<file path="src/rtl/pwm_pkg.sv">
// pwm_pkg: shared widths, timebase state encoding and functions bit indices for the PWM datapath
package pwm_pkg;
  localparam int CNT_W = 16;
  localparam int FUNC_W = 8;
  localparam int PSC_W = 8;
  localparam int FN_ALIGN_R = 0;
  localparam int FN_UNALIGNED = 1;
  typedef enum logic {STOP = 1'b0, RUN = 1'b1} state_t;
endpackage

</file>
<file path="src/rtl/pwm_prescaler.sv">
// pwm_prescaler: divides the clock into count ticks, one every prescale_act+1 clocks while running
module pwm_prescaler import pwm_pkg::*; #(
  parameter int PSC_W = pwm_pkg::PSC_W
) (
  input  logic             clk,
  input  logic             rst,
  input  logic             run,
  input  logic             clear,
  input  logic [PSC_W-1:0] prescale_act,
  output logic             tick
);
  logic [PSC_W-1:0] psc_cnt;
  // >= rather than == so a prescale shrunk while stopped cannot leave the divider running past its limit
  assign tick = run && (psc_cnt >= prescale_act);
  // divider holds when stopped and restarts from zero on clear
  always_ff @(posedge clk) begin
    if (rst || clear) psc_cnt <= '0;
    else if (run) psc_cnt <= tick ? '0 : psc_cnt + 1'b1;
  end
endmodule

</file>
<file path="src/rtl/pwm_timebase_ctrl.sv">
// pwm_timebase_ctrl: run/stop timebase with double-buffered period, compares, functions and prescale
module pwm_timebase_ctrl import pwm_pkg::*; #(
  parameter int CNT_W = pwm_pkg::CNT_W,
  parameter int FUNC_W = pwm_pkg::FUNC_W,
  parameter int PSC_W = pwm_pkg::PSC_W
) (
  input  logic              clk,
  input  logic              rst,
  input  logic              cnt_en,
  input  logic              pwm_en_i,
  input  logic [CNT_W-1:0]  period_i,
  input  logic [CNT_W-1:0]  compare1_i,
  input  logic [CNT_W-1:0]  compare2_i,
  input  logic [FUNC_W-1:0] functions_i,
  input  logic [PSC_W-1:0]  prescale_i,
  input  logic              cfg_load,
  input  logic              cnt_reset,
  output logic [CNT_W-1:0]  count_val,
  output logic [CNT_W-1:0]  period,
  output logic [CNT_W-1:0]  compare1,
  output logic [CNT_W-1:0]  compare2,
  output logic [FUNC_W-1:0] functions,
  output logic              pwm_en,
  output logic              wrap,
  output logic              load_pending
);
  state_t st;
  logic tick, at_top, commit;
  logic [CNT_W-1:0] period_sh, compare1_sh, compare2_sh;
  logic [FUNC_W-1:0] functions_sh;
  logic [PSC_W-1:0] prescale_sh, prescale_act;
  pwm_prescaler #(.PSC_W(PSC_W)) u_psc (
    .clk(clk),
    .rst(rst),
    .run(st == RUN),
    .clear(cnt_reset),
    .prescale_act(prescale_act),
    .tick(tick)
  );
  // >= lets a count left above a freshly shrunk period wrap on the next tick instead of overflowing
  assign at_top = count_val >= period;
  assign commit = load_pending && (cnt_reset || st == STOP || (tick && at_top));
  // FSM, counter, shadow capture and commit of active configuration
  always_ff @(posedge clk) begin
    if (rst) begin
      st <= STOP;
      count_val <= '0;
      period <= '0;
      compare1 <= '0;
      compare2 <= '0;
      functions <= '0;
      prescale_act <= '0;
      period_sh <= '0;
      compare1_sh <= '0;
      compare2_sh <= '0;
      functions_sh <= '0;
      prescale_sh <= '0;
      pwm_en <= 1'b0;
      wrap <= 1'b0;
      load_pending <= 1'b0;
    end else begin
      st <= cnt_en ? RUN : STOP;
      pwm_en <= pwm_en_i && st == RUN;
      wrap <= !cnt_reset && tick && at_top;
      if (cnt_reset) count_val <= '0;
      else if (tick) count_val <= at_top ? '0 : count_val + 1'b1;
      if (cfg_load) begin
        period_sh <= period_i;
        compare1_sh <= compare1_i;
        compare2_sh <= compare2_i;
        functions_sh <= functions_i;
        prescale_sh <= prescale_i;
      end
      if (cnt_reset && cfg_load) begin
        period <= period_i;
        compare1 <= compare1_i;
        compare2 <= compare2_i;
        functions <= functions_i;
        prescale_act <= prescale_i;
      end else if (commit) begin
        period <= period_sh;
        compare1 <= compare1_sh;
        compare2 <= compare2_sh;
        functions <= functions_sh;
        prescale_act <= prescale_sh;
      end
      load_pending <= cfg_load ? !cnt_reset : (load_pending && !commit);
    end
  end
endmodule
</file>
<file path="config.mk">
export PLATFORM = sky130hd
export DESIGN_NAME = pwm_timebase_ctrl
export DESIGN_NICKNAME = d
export VERILOG_FILES = /design/src/rtl/pwm_pkg.sv /design/src/rtl/pwm_prescaler.sv /design/src/rtl/pwm_timebase_ctrl.sv
export SDC_FILE = /design/constraint.sdc
export NUM_CORES = 1
export LEC_CHECK = 0
export BUFFER_PORTS_ARGS = -buffer_cell sky130_fd_sc_hd__buf_2
export CORE_MARGIN = 2
export CORE_UTILIZATION = 30
export DETAILED_ROUTE_END_ITERATION = 12
export PLACE_DENSITY_LB_ADDON = 0.3
export SLEW_MARGIN = 20
export SYNTH_ARGS = -nofsm -noshare
export SYNTH_HDL_FRONTEND = slang
export SYNTH_SLANG_ARGS = --single-unit
</file>
<file path="constraint.sdc">
create_clock -name clk -period 3.2 [get_ports clk]
set_clock_uncertainty 0.15 [all_clocks]
set_input_delay 0.96 -clock clk [delete_from_list [all_inputs] [get_ports clk]]
set_output_delay 0.96 -clock clk [all_outputs]
set_load 0.005 [all_outputs]
</file>
=== Word-level counts from Yosys, hierarchy flattened ===
Cells that the tools add are included.

* Bits of input ports: 70
* Register bits: 156

* Bitwise operators: 1
* Magnitude comparators: 2
* Add/sub/neg operators: 2
* Reductions and logical operators: 15
* Muxes and demuxes: 14

{| class="wikitable"
|+ Operators with widths
! kind !! number
|-
| 2-to-1 mux 16 bit || 7
|-
| 2-to-1 mux 8 bit || 5
|-
| adder 16 x 1 -> 16 bit, second input constant || 1
|-
| >= comparator 16 bit || 1
|-
| adder 8 x 1 -> 8 bit, second input constant || 1
|-
| >= comparator 8 bit || 1
|-
| logical AND 1 bit || 8
|-
| logical OR 1 bit || 3
|-
| zero test 1 bit || 2
|-
| 2-to-1 mux 1 bit || 2
|-
| nonzero test 2 bit || 1
|-
| OR reduction 2 bit || 1
|-
| NOT 1 bit || 1
|}

=== Logic depth before layout (Yosys ltp) ===
Gate-level depths: netlist of run 1.

* Depth after elaboration: 8
* Depth in mapped cells: 10
* Mapped depth without buffers: 8

=== Modules after synthesis ===
Synthesis of run 1 repeated with hierarchy kept, for this count alone.

* Cells, all modules: 796
* Area total of the unflattened synthesis: 7304.5 µm²

{| class="wikitable"
|+ Modules (own cells, without submodules)
! module !! area an instance (µm²) !! cells each !! instances
|-
| pwm_timebase_ctrl || 6680.2 || 732 || 1
|-
| pwm_prescaler || 624.3 || 64 || 1
|}

=== Worst setup path after synthesis of run 1 ===
Ideal clock, no wire load.

* Path type: input to register
* Start: input cfg_load
* End: register compare1_sh[15]
* Library setup time: 0.128 ns
* Path buffers: 3
* Required time: 2.922 ns
* Data arrival time: 2.203 ns
* Stages: 5
* Setup slack: 0.720 ns
* Cell sequence: clkbuf_1 > buf_1 > buf_1 > mux2i_1 > nor2_1

{| class="wikitable"
|+ RTL lines
! item !! line !! text
|-
| start, declared || pwm_timebase_ctrl.sv:16 || <nowiki>input logic cfg_load,</nowiki>
|-
| end signal, assigned || pwm_timebase_ctrl.sv:69 || <nowiki>compare1_sh <= compare1_i;</nowiki>
|-
| end, declared || pwm_timebase_ctrl.sv:29 || <nowiki>logic [CNT_W-1:0] period_sh, compare1_sh, compare2_sh;</nowiki>
|}

=== Worst setup path in the final report of run 1 ===
* Start: register prescale_act[2]
* End: register functions[5]

* Longest elaborated chain between the ends: 6

{| class="wikitable"
|+ RTL lines
! item !! line !! text
|-
| start, declared || pwm_timebase_ctrl.sv:31 || <nowiki>logic [PSC_W-1:0] prescale_sh, prescale_act;</nowiki>
|-
| start signal, assigned || pwm_timebase_ctrl.sv:79 || <nowiki>prescale_act <= prescale_i;</nowiki>
|-
| start signal, assigned || pwm_timebase_ctrl.sv:85 || <nowiki>prescale_act <= prescale_sh;</nowiki>
|-
| >= comparator 8 bit || pwm_prescaler.sv:14 || <nowiki>assign tick = run && (psc_cnt >= prescale_act);</nowiki>
|-
| logical AND 1 bit || pwm_prescaler.sv:14 ||
|-
| logical AND 1 bit || pwm_timebase_ctrl.sv:42 || <nowiki>assign commit = load_pending && (cnt_reset || st == STOP || (tick && at_top));</nowiki>
|-
| logical OR 1 bit || pwm_timebase_ctrl.sv:42 ||
|-
| logical AND 1 bit || pwm_timebase_ctrl.sv:42 ||
|-
| nonzero test 2 bit (no line) || -- ||
|-
| end signal, assigned || pwm_timebase_ctrl.sv:78 || <nowiki>functions <= functions_i;</nowiki>
|-
| end signal, assigned || pwm_timebase_ctrl.sv:84 || <nowiki>functions <= functions_sh;</nowiki>
|-
| end, declared || pwm_timebase_ctrl.sv:22 || <nowiki>output logic [FUNC_W-1:0] functions,</nowiki>
|}

Every way passes these cells.
A chain may end at the register's enable or synchronous reset.

==> flow_summary_export.csv, run 1 <==
group,metric,value,unit
outcome,run_status,"complete, no violations",
cells_and_area,multiInputGateArea,3290,um2
pwr,power.density,577,nW/um2
detailed_routing,viasPerCell,4.74,
timing,period_share,89.0,%
synthesis,synth_top_area_share,46.1,%
critical_path,crit_fanout,64,
floorplanning,placementRows,54,
timing,hold_violations,0,
synthesis,ys_seq_area_share,46.1,%
synthesis,postSynthAreaPerCell,9.38,um2
clock_tree,clk_latency,420,ps
synthesis,synth-edff-count,0,
grt,grt_pass1_wl,26700,um
cells_and_area,area_delta_synth_final,22.5,%
job,maxCapViolCount,0,
pwr,totalPowerFinal,4.78,mW
synthesis,yosysUniqueCellTypes,42,
pwr,p_sw,1.14,mW
timing,fmax,351,MHz
clock_tree,cts_buffer_depth,2,
critical_path,path_cells,"inv_1, ha_1, a211oi_1, o21ai_1, a21oi_1, nor3b_2, or3_4, o221a_1",
pwr,leakage,3.70,nW
synthesis,synth_top_area_cell,"dfxtp_1",
clock_tree,cts_sinks,156,
grt,antenna_found_initial,2,
cells_and_area,fill_cells,2230,
synthesis,async_flop_share,0,%
grt,grt_max_degree,131,
cells_and_area,regArea,3120,um2
detailed_routing,drt-pass1-iter-count,6,
critical_path,crit_path_max_incr_delay,720,ps
cells_and_area,nets,944,
synthesis,synth-main-ff-cell,"dfxtp_1",
detailed_routing,num_vias,5397,
timing,maxSlewHeadroom,45.9,%
critical_path,crit_buf_inv,1,
timing,drv_slew,0,
timing,period_needed,2850,ps
placement,dpl_worst_slack,176,ps
floorplanning,die_x,154,um
detailed_routing,antenna_left,0,
hold_path,hold_path_class,"flop to flop",
critical_path,crit_type,"flop to flop",
critical_path,worstSetupStartpointType,"flop",
critical_path,cp-end-kind,"flop",
placement,io_buffers,144,
synthesis,yosysMostFrequentCell,"nor2_1",
critical_path,cp.arrival,3060,ps
clock_tree,cts_resized,0,
cells_and_area,finish.instance_area,8300,um2
placement,place_area,7690,um2
pwr,intPower,3.65,mW
pwr,seqPwrFrac,44.7,%
pwr,p_clk_share,44.0,%
placement,hpwl,10700,um
critical_path,cpMaxStageDelayCell,"or3_4",
floorplanning,dieHeight,154,um
synthesis,ys_top_cells_by_area,"dfxtp_1 46%, nor2_1 12%, o221a_1 10%",
detailed_routing,initialDrtViolationCount,202,
timing,worstMarginPinSlew,812,ps
floorplanning,core_area,22000,um2
detailed_routing,drt_wl_total,16500,um
floorplanning,start_util,30.8,%
clock_tree,postCtsHoldBufs,0,
pwr,netSwitchingFraction,23.7,%
synthesis,syn_area,6770,um2
clock_tree,clk_pin_slew_worst_paths,60,ps
critical_path,required,3410,ps
grt,overflow,0,
clock_tree,htreeDepth,4,
synthesis,syn_inst,722,
grt,first_global_vias,5245,
timing,rsz0062_at_grt,"no",
timing,setup_viol,0,
detailed_routing,drt_drc_violations_left,0,
timing,fin_ws,351,ps
floorplanning,die-area,23800,um2
synthesis,yosys_warnings,0,
cells_and_area,drive_gt1_share,22.4,%
floorplanning,pin_count,145,
critical_path,critical_path.top_delay_family,"simple AND/OR/NAND/NOR gates",
pwr,p_comb_share,11.2,%
synthesis,synthTopCellsByCount,"216 x nor2_1, 156 x dfxtp_1, 65 x mux2i_1",
grt,grt.total_usage,14.2,%
placement,gp_congestion,0.747,
timing,setup_tns,0,ps
synthesis,syn_nets,818,
synthesis,ys_ff_latch,156,
clock_tree,numCtsBuffers,17,
clock_tree,cts_tree,"yes",
pwr,irDropWorstVdd,0.352,mV
clock_tree,cts_setup_buffers,0,
detailed_routing,wire_per_inst,14.5,um
clock_tree,cts_root_buffer,"clkbuf_16",
[logic make-up after synthesis]
group	Yosys count	synth area share, %
adders and majority gates	26	4.80
xor gates and xnor gates	18	2.33
AOI/OAI and AO/OA	95	13.3
and+or+nand+nor	288	18.5
muxes	65	9.61
DFF	156	46.1
buffers and inverters	74	5.38
[layer usage]
layer / up-vias / share of wire (%) / GRT usage [%]
met4: 0 / 1.3 / 4.67
met2: 109 / 45 / 23.2
met5: - / 0 / 0
met1: 2509 / 47 / 17.5
li1: 2761 / - / -
met3: 18 / 6.3 / 4.96
[tightest hold or removal path, cell delays in order (launching register included)]
cell     delay, ps
dfxtp_1        320
mux2i_1         60
nor2_1          70
[power by group through the flow]
stage | logic (mW) | registers [mW] | clock network [mW]
finish | 0.537 | 2.14 | 2.11
global route | 0.603 | 2.16 | 2.26
CTS | 0.547 | 2.14 | 2.17
detailed placement | 0.547 | 2.18 | 0
global placement | 0.537 | 2.18 | 0
floorplan | 0.341 | 2.17 | 0
[metrics by stage]
step / std cells / hold WS, ps / util [%]
finish: 1139 / 343 / 37.8
global route: 1137 / 368 / 37.8
CTS: 1137 / 350 / 37.8
detailed placement: 1109 / 334 / 35.0
global placement: 1109 / 326 / 35.0
floorplan: 722 / 311 / -
[flip-flops by register name, summed over array words and instances, names as in the netlist]
register       flops
prescale_act       8
wrap               1
pwm_en             1
compare2_sh       16
prescale_sh        8
compare1          16
count_val         16
compare1_sh       16
functions          8
st                 1
period            16
load_pending       1
compare2          16
functions_sh       8
u_psc.psc_cnt      8
period_sh         16
[cell usage in the layout, fill, tap and decap left out, types with 5 or more instances in the layout]
master	instances
nor4_1	5
clkbuf_16	17
buf_2	142
mux2i_1	65
and3_1	7
nor2_1	216
ha_1	26
xor2_1	7
nand3_1	5
dfxtp_1	156
nand4_1	6
nand2_1	20
a21oi_1	13
xnor2_1	11
o221a_1	60
buf_4	11
o21ai_0	8
inv_1	26
[final cells by class]
cell class | instances | area share [%]
Antenna cell | 2 | 0.0603
Clock buffer | 21 | 5.55
Sequential cell | 156 | 37.6
Clock inverter | 7 | 1.70
Timing Repair Buffer | 155 | 10.0
Multi-Input combinational cell | 492 | 39.6
Inverter | 26 | 1.18
Tap cell | 280 | 4.22
[final timing paths]
kind | from | end | depth (start not counted) | slack, ps
worst max-delay path | prescale_act[2]$_SDFFE_PP0P_ | functions[5]$_SDFFE_PP0P_ | 8 | 350
worst min-delay path | compare2_sh[11]$_SDFFE_PP0P_ | compare2_sh[11]$_SDFFE_PP0P_ | 2 | 340
worst max register to register | prescale_act[2]$_SDFFE_PP0P_ | functions[5]$_SDFFE_PP0P_ | 8 | 350
worst min register to register | compare2_sh[11]$_SDFFE_PP0P_ | compare2_sh[11]$_SDFFE_PP0P_ | 2 | 340
Power figures use the tool's default switching activity.
==> run 2: changes to the inputs <==
--- a/config.mk
+++ b/config.mk
@@ -5,9 +5,11 @@
 export SDC_FILE = /design/constraint.sdc
 export NUM_CORES = 1
 export LEC_CHECK = 0
+export ABC_CLOCK_PERIOD_IN_PS = 3200
 export BUFFER_PORTS_ARGS = -buffer_cell sky130_fd_sc_hd__buf_2
 export CORE_MARGIN = 2
 export CORE_UTILIZATION = 30
+export CTS_BUF_LIST = sky130_fd_sc_hd__clkbuf_16
 export DETAILED_ROUTE_END_ITERATION = 12
 export PLACE_DENSITY_LB_ADDON = 0.3
 export SLEW_MARGIN = 20
==> flow_summary_export.csv, run 2 (synthesis results as in run 1) <==
group,metric,value,unit
clock_tree,cts_buffer_depth,2,
timing,setup_tns,0,ps
clock_tree,postCtsHoldBufs,0,
grt,grt_pass1_wl,26800,um
timing,drv_slew,0,
clock_tree,numCtsBuffers,17,
critical_path,cpMaxStageDelayCell,"or3_4",
critical_path,r2r_cells,8,
cells_and_area,area_delta_synth_final,22.3,%
critical_path,crit_buf_inv,1,
detailed_routing,viasPerCell,4.74,
critical_path,cp.arrival,3060,ps
detailed_routing,initialDrtViolationCount,196,
hold_path,hold_path_class,"flop to flop",
floorplanning,core_area,22000,um2
pwr,power.density,572,nW/um2
job,maxCapViolCount,0,
placement,hpwl,10700,um
cells_and_area,nets,944,
detailed_routing,num_vias,5395,
detailed_routing,drt_drc_violations_left,0,
clock_tree,cts_tree,"yes",
pwr,p_comb_share,11.4,%
pwr,leakage,3.70,nW
detailed_routing,drt_wl_total,16500,um
timing,fmax,351,MHz
critical_path,r2r_start,"prescale_act[2]$_SDFFE_PP0P_",
grt,overflow,0,
critical_path,crit_type,"flop to flop",
clock_tree,htreeDepth,4,
clock_tree,cts_root_buffer,"clkbuf_16",
pwr,p_sw,1.14,mW
critical_path,crit_path_max_incr_delay,720,ps
critical_path,r2r_setup_slack,350,ps
hold_path,hold_end,"compare2_sh[11]$_SDFFE_PP0P_",
timing,hold_violations,0,
clock_tree,cts_resized,0,
pwr,seqPwrFrac,45.3,%
timing,rsz0062_at_grt,"no",
grt,first_global_vias,5255,
pwr,p_clk_share,43.4,%
placement,gp_congestion,0.747,
clock_tree,clk_pin_slew_worst_paths,60,ps
floorplanning,placementRows,54,
cells_and_area,final_common_cell,"nor2_1",
floorplanning,start_util,30.8,%
critical_path,worstSetupStartpointType,"flop",
critical_path,cp-end-kind,"flop",
outcome,run_status,"complete, no violations",
clock_tree,cts_setup_buffers,0,
hold_path,hold_start,"compare2_sh[11]$_SDFFE_PP0P_",
pwr,intPower,3.60,mW
cells_and_area,layout_common_cells,"216 x nor2_1, 156 x dfxtp_1, 142 x buf_2, 65 x mux2i_1, 60 x o221a_1",
clock_tree,clk_latency,420,ps
timing,setup_viol,0,
detailed_routing,drt-pass1-iter-count,5,
pwr,irDropWorstVdd,0.354,mV
grt,grt.total_usage,14.2,%
critical_path,r2r_end,"functions[5]$_SDFFE_PP0P_",
clock_tree,cts_sinks,156,
timing,period_share,89.1,%
floorplanning,dieHeight,154,um
hold_path,hold_depth,2,
floorplanning,pin_count,145,
detailed_routing,wire_per_inst,14.5,um
floorplanning,die-area,23800,um2
floorplanning,die_x,154,um
critical_path,critical_path.top_delay_family,"simple AND/OR/NAND/NOR gates",
critical_path,required,3410,ps
timing,period_needed,2850,ps
cells_and_area,drive_gt1_share,22.2,%
critical_path,crit_fanout,64,
pwr,netSwitchingFraction,24.0,%
grt,antenna_found_initial,2,
timing,maxSlewHeadroom,45.6,%
detailed_routing,antenna_left,0,
grt,grt_max_degree,131,
critical_path,path_cells,"inv_1, ha_1, a211oi_1, o21ai_1, a21oi_1, nor3b_2, or3_4, o221a_1",
timing,whs,343,ps
timing,worstMarginPinSlew,816,ps
placement,io_buffers,144,
## run 2: cell types whose count changed in the layout (fill, tap and decap cells not counted)
| cell | change |
|---|---|
| clkbuf_1 | -2 |
| clkbuf_8 | -2 |
| clkinv_1 | +2 |
| inv_1 | +2 |
## run 2: how the worst max path moves through the flow
stage                                    to  cells after the start  slack (ps)                    startpoint
6_report          functions[5]$_SDFFE_PP0P_                      8         350  prescale_act[2]$_SDFFE_PP0P_
4_1_cts        prescale_act[7]$_SDFFE_PP0P_                      8         300  prescale_act[2]$_SDFFE_PP0P_
3_3_place_gp      compare2[15]$_SDFFE_PP0P_                      6         200                     cnt_reset
2_1_floorplan  compare1_sh[15]$_SDFFE_PP0P_                      5         720                      cfg_load
3_5_place_dp      compare1[15]$_SDFFE_PP0P_                      6         180                     cnt_reset
5_1_grt            compare2[9]$_SDFFE_PP0P_                      8         160  prescale_act[2]$_SDFFE_PP0P_
## run 2: worst reg2reg max path, cell delays in order (launching register included)
cell and delay (ps):
dfxtp_1 330, inv_1 50, ha_1 300, a211oi_1 230, o21ai_1 110, a21oi_1 230
nor3b_2 320, or3_4 720, o221a_1 360
## run 2: layer usage
layer  GRT usage (%)  up-vias  share of wire, %
li1                -     2758                 -
met1            17.5     2505                47
met2            23.3      113                45
met3            4.96       19               6.4
met4            4.67        0               1.4
met5               0        -                 0
## run 2: area by class of cell
cell class	instances	area [um2]
tap	280	350
clock buffer	17	425
fill	2232	13700
multi-input combinational	492	3290
clock inverter	11	156
timing repair buffer	155	833
antenna	2	5.00
sequential	156	3120
inverter	26	97.6
## run 2: power groups by stage
stage	Clock, mW	Sequential (mW)	Combinational, mW
2_1_floorplan	0	2.17	0.341
4_1_cts	2.12	2.14	0.547
6_report	2.05	2.14	0.537
3_5_place_dp	0	2.18	0.547
5_1_grt	2.20	2.16	0.603
3_3_place_gp	0	2.18	0.537
## run 2: per-stage QoR
step           utilization [%]  setup WS (ps)  area, um2  power, mW  instances
6_report                  37.7            348       8280       4.73       1139
5_1_grt                   37.7            159       8270       4.96       1137
4_1_cts                   37.7            302       8270       4.80       1137
3_5_place_dp              35.0            176       7690       2.73       1109
3_3_place_gp              35.0            195       7690       2.72       1109
2_1_floorplan                -            720       6770       2.51        722
==> run 3: changes to the inputs <==
--- a/config.mk
+++ b/config.mk
@@ -5,6 +5,7 @@
 export SDC_FILE = /design/constraint.sdc
 export NUM_CORES = 1
 export LEC_CHECK = 0
+export ABC_AREA = 1
 export ABC_CLOCK_PERIOD_IN_PS = 3200
 export BUFFER_PORTS_ARGS = -buffer_cell sky130_fd_sc_hd__buf_2
 export CORE_MARGIN = 2
==> flow_summary_export.csv, run 3 <==
group,metric,value,unit
clock_tree,clk_latency,420,ps
detailed_routing,antenna_left,0,
critical_path,crit_type,"flop to flop",
cells_and_area,drive_gt1_share,23.0,%
detailed_routing,viasPerCell,4.52,
hold_path,hold_start,"period_sh[7]$_SDFFE_PP0P_",
detailed_routing,drt_wl_total,19300,um
critical_path,r2r_cells,16,
synthesis,synthTopCellsByCount,"172 x nand2_1, 156 x dfxtp_1, 141 x nor2_1",
critical_path,crit_fanout,44,
pwr,leakage,4.63,nW
clock_tree,cts_resized,0,
critical_path,required,3370,ps
clock_tree,cts_buffer_depth,2,
synthesis,ys_ff_latch,156,
floorplanning,placementRows,59,
detailed_routing,initialDrtViolationCount,337,
clock_tree,numCtsBuffers,17,
critical_path,r2r_setup_slack,590,ps
pwr,power.density,504,nW/um2
synthesis,synth-main-ff-cell,"dfxtp_1",
synthesis,syn_nets,1176,
synthesis,syn_area,7980,um2
synthesis,synth_top_area_share,39.2,%
synthesis,synth_xor_area_share,1.10,%
hold_path,hold_path_class,"flop to flop",
hold_path,hold_depth,2,
synthesis,yosysMostFrequentCell,"nand2_1",
detailed_routing,drt-pass1-iter-count,4,
pwr,totalPowerFinal,4.80,mW
clock_tree,cts_root_buffer,"clkbuf_16",
floorplanning,die_x,167,um
job,maxCapViolCount,0,
placement,place_area,8960,um2
clock_tree,cts_tree,"yes",
pwr,intPower,3.40,mW
cells_and_area,layout_common_cells,"171 x nand2_1, 156 x dfxtp_1, 143 x buf_2, 141 x nor2_1, 135 x inv_1",
critical_path,r2r_end,"period[6]$_SDFFE_PP0P_",
synthesis,synth_top_family_by_area,"simple AND/OR/NAND/NOR gates",
cells_and_area,finish.instance_area,9520,um2
timing,hold_violations,0,
outcome,run_status,"complete, no violations",
detailed_routing,drt_drc_violations_left,0,
critical_path,r2r_start,"count_val[0]$_SDFFE_PP0N_",
synthesis,synth_top_area_cell,"dfxtp_1",
synthesis,async_flop_share,0,%
cells_and_area,final_common_cell,"nand2_1",
critical_path,cp.arrival,2780,ps
timing,period_share,81.6,%
cells_and_area,nets,1289,
pwr,p_sw,1.40,mW
pwr,netSwitchingFraction,29.1,%
floorplanning,core_area,26100,um2
synthesis,yosys.area_share.simple,24.8,%
timing,worstMarginPinSlew,737,ps
synthesis,syn_inst,1080,
clock_tree,cts_sinks,156,
floorplanning,dieHeight,167,um
grt,overflow,0,
timing,period_needed,2610,ps
grt,first_global_vias,6336,
clock_tree,clk_pin_slew_worst_paths,70,ps
floorplanning,start_util,30.6,%
timing,rsz0062_at_grt,"no",
timing,whs,347,ps
detailed_routing,num_vias,6961,
synthesis,synth-compound-area-share,16.1,%
clock_tree,htreeDepth,4,
grt,grt.total_usage,13.8,%
synthesis,yosysUniqueCellTypes,27,
floorplanning,die-area,27900,um2
synthesis,ys_seq_area_share,39.2,%
placement,hpwl,13300,um
placement,gp_congestion,0.840,
timing,drv_slew,0,
clock_tree,postCtsHoldBufs,0,
synthesis,synth-adder-area-share,4.08,%
synthesis,ys_top_cells_by_area,"dfxtp_1 39%, a21oi_1 8.3%, nand2_1 8.1%",
placement,io_buffers,144,
timing,maxSlewHeadroom,50.8,%
critical_path,cp-end-kind,"flop",
grt,antenna_found_initial,3,
synthesis,synth-edff-count,0,
timing,setup_tns,0,ps
cells_and_area,postLayoutCoreUtil,36.5,%
synthesis,postSynthAreaPerCell,7.38,um2
timing,fmax,383,MHz
pwr,seqPwrFrac,44.5,%
synthesis,synthMuxAreaShare,2.68,%
grt,grt_max_degree,73,
pwr,p_comb_share,15.0,%
clock_tree,cts_setup_buffers,0,
pwr,p_clk_share,40.4,%
grt,grt_pass1_wl,31700,um
floorplanning,pin_count,145,
critical_path,worstSetupStartpointType,"flop",
timing,setup_viol,0,
cells_and_area,area_delta_synth_final,19.3,%
pwr,irDropWorstVdd,0.206,mV
hold_path,hold_end,"period_sh[7]$_SDFFE_PP0P_",
synthesis,yosys_warnings,0,
detailed_routing,wire_per_inst,12.5,um
cells_and_area,fill_cells,2790,
==> run 3: cell types whose count changed after synthesis, sizes merged, moves of 64 or more <==
cell,before,now
a21oi,13,133
o221a,64,0
inv,26,136
nand2,21,177
nand3,5,75
mux2i,65,0
o21ai,11,117
nor2,216,141
==> run 3: worst max-delay path, cell delays in order (launching register included) <==
cell,delay [ps]
dfxtp_1,450
inv_1,110
ha_1,290
nand2_1,50
nor2_1,80
nor2_1,40
nand2_1,90
nand2_1,60
nand2_1,60
nand2_1,60
nand2_2,130
nand2_4,70
nand2_2,110
nand2_8,210
buf_4,280
a21oi_1,160
nor2_1,60
==> run 3: power groups by stage <==
stage / clock network, mW / registers [mW] / logic (mW)
after floorplan: 0 / 2.17 / 0.516
after global placement: 0 / 2.18 / 0.721
after detailed placement: 0 / 2.18 / 0.733
after CTS: 2.02 / 2.14 / 0.736
after global routing: 2.09 / 2.15 / 0.832
final: 1.94 / 2.14 / 0.720
==> run 3: logic make-up after synthesis <==
kind of cell / count (synthesis)
and+or+nand+nor: 411
adders and majority gates: 26
buffers and inverters: 205
xor gates and xnor gates: 10
AOI/OAI and AO/OA: 253
muxes: 19
DFF: 156
==> run 3: final cells by class <==
class,count,area (um2),share of cell area [%]
Inverter,136,512,5.38
Clock inverter,14,125,1.31
Clock buffer,17,425,4.47
Tap cell,335,419,4.40
Sequential cell,156,3120,32.8
Antenna cell,1,2.50,0.0263
Timing Repair Buffer,163,1000,10.5
Multi-Input combinational cell,719,3910,41.0
==> run 3: worst max-delay path by stage <==
stage	start	to	slack [ps]
floorplan	cnt_reset	period[13]$_SDFFE_PP0P_	990
global route	count_val[0]$_SDFFE_PP0N_	period[6]$_SDFFE_PP0P_	340
finish	count_val[0]$_SDFFE_PP0N_	period[6]$_SDFFE_PP0P_	590
global placement	count_val[0]$_SDFFE_PP0N_	prescale_act[3]$_SDFFE_PP0P_	590
CTS	count_val[0]$_SDFFE_PP0N_	period[0]$_SDFFE_PP0P_	540
detailed placement	count_val[0]$_SDFFE_PP0N_	period[0]$_SDFFE_PP0P_	560
==> run 3: per-layer routing <==
metal,GRT usage (%),wire [um],up-vias
met3,4.63,1200,9
li1,-,-,3701
met5,0,5,-
met1,18.9,9460,3113
met4,2.85,124,2
met2,21.3,8510,136
==> run 3: metrics by stage <==
stage / cells / setup WS (ps)
floorplan: 1080 / 992
global placement: 1509 / 588
detailed placement: 1509 / 561
CTS: 1540 / 539
global route: 1540 / 340
finish: 1541 / 589
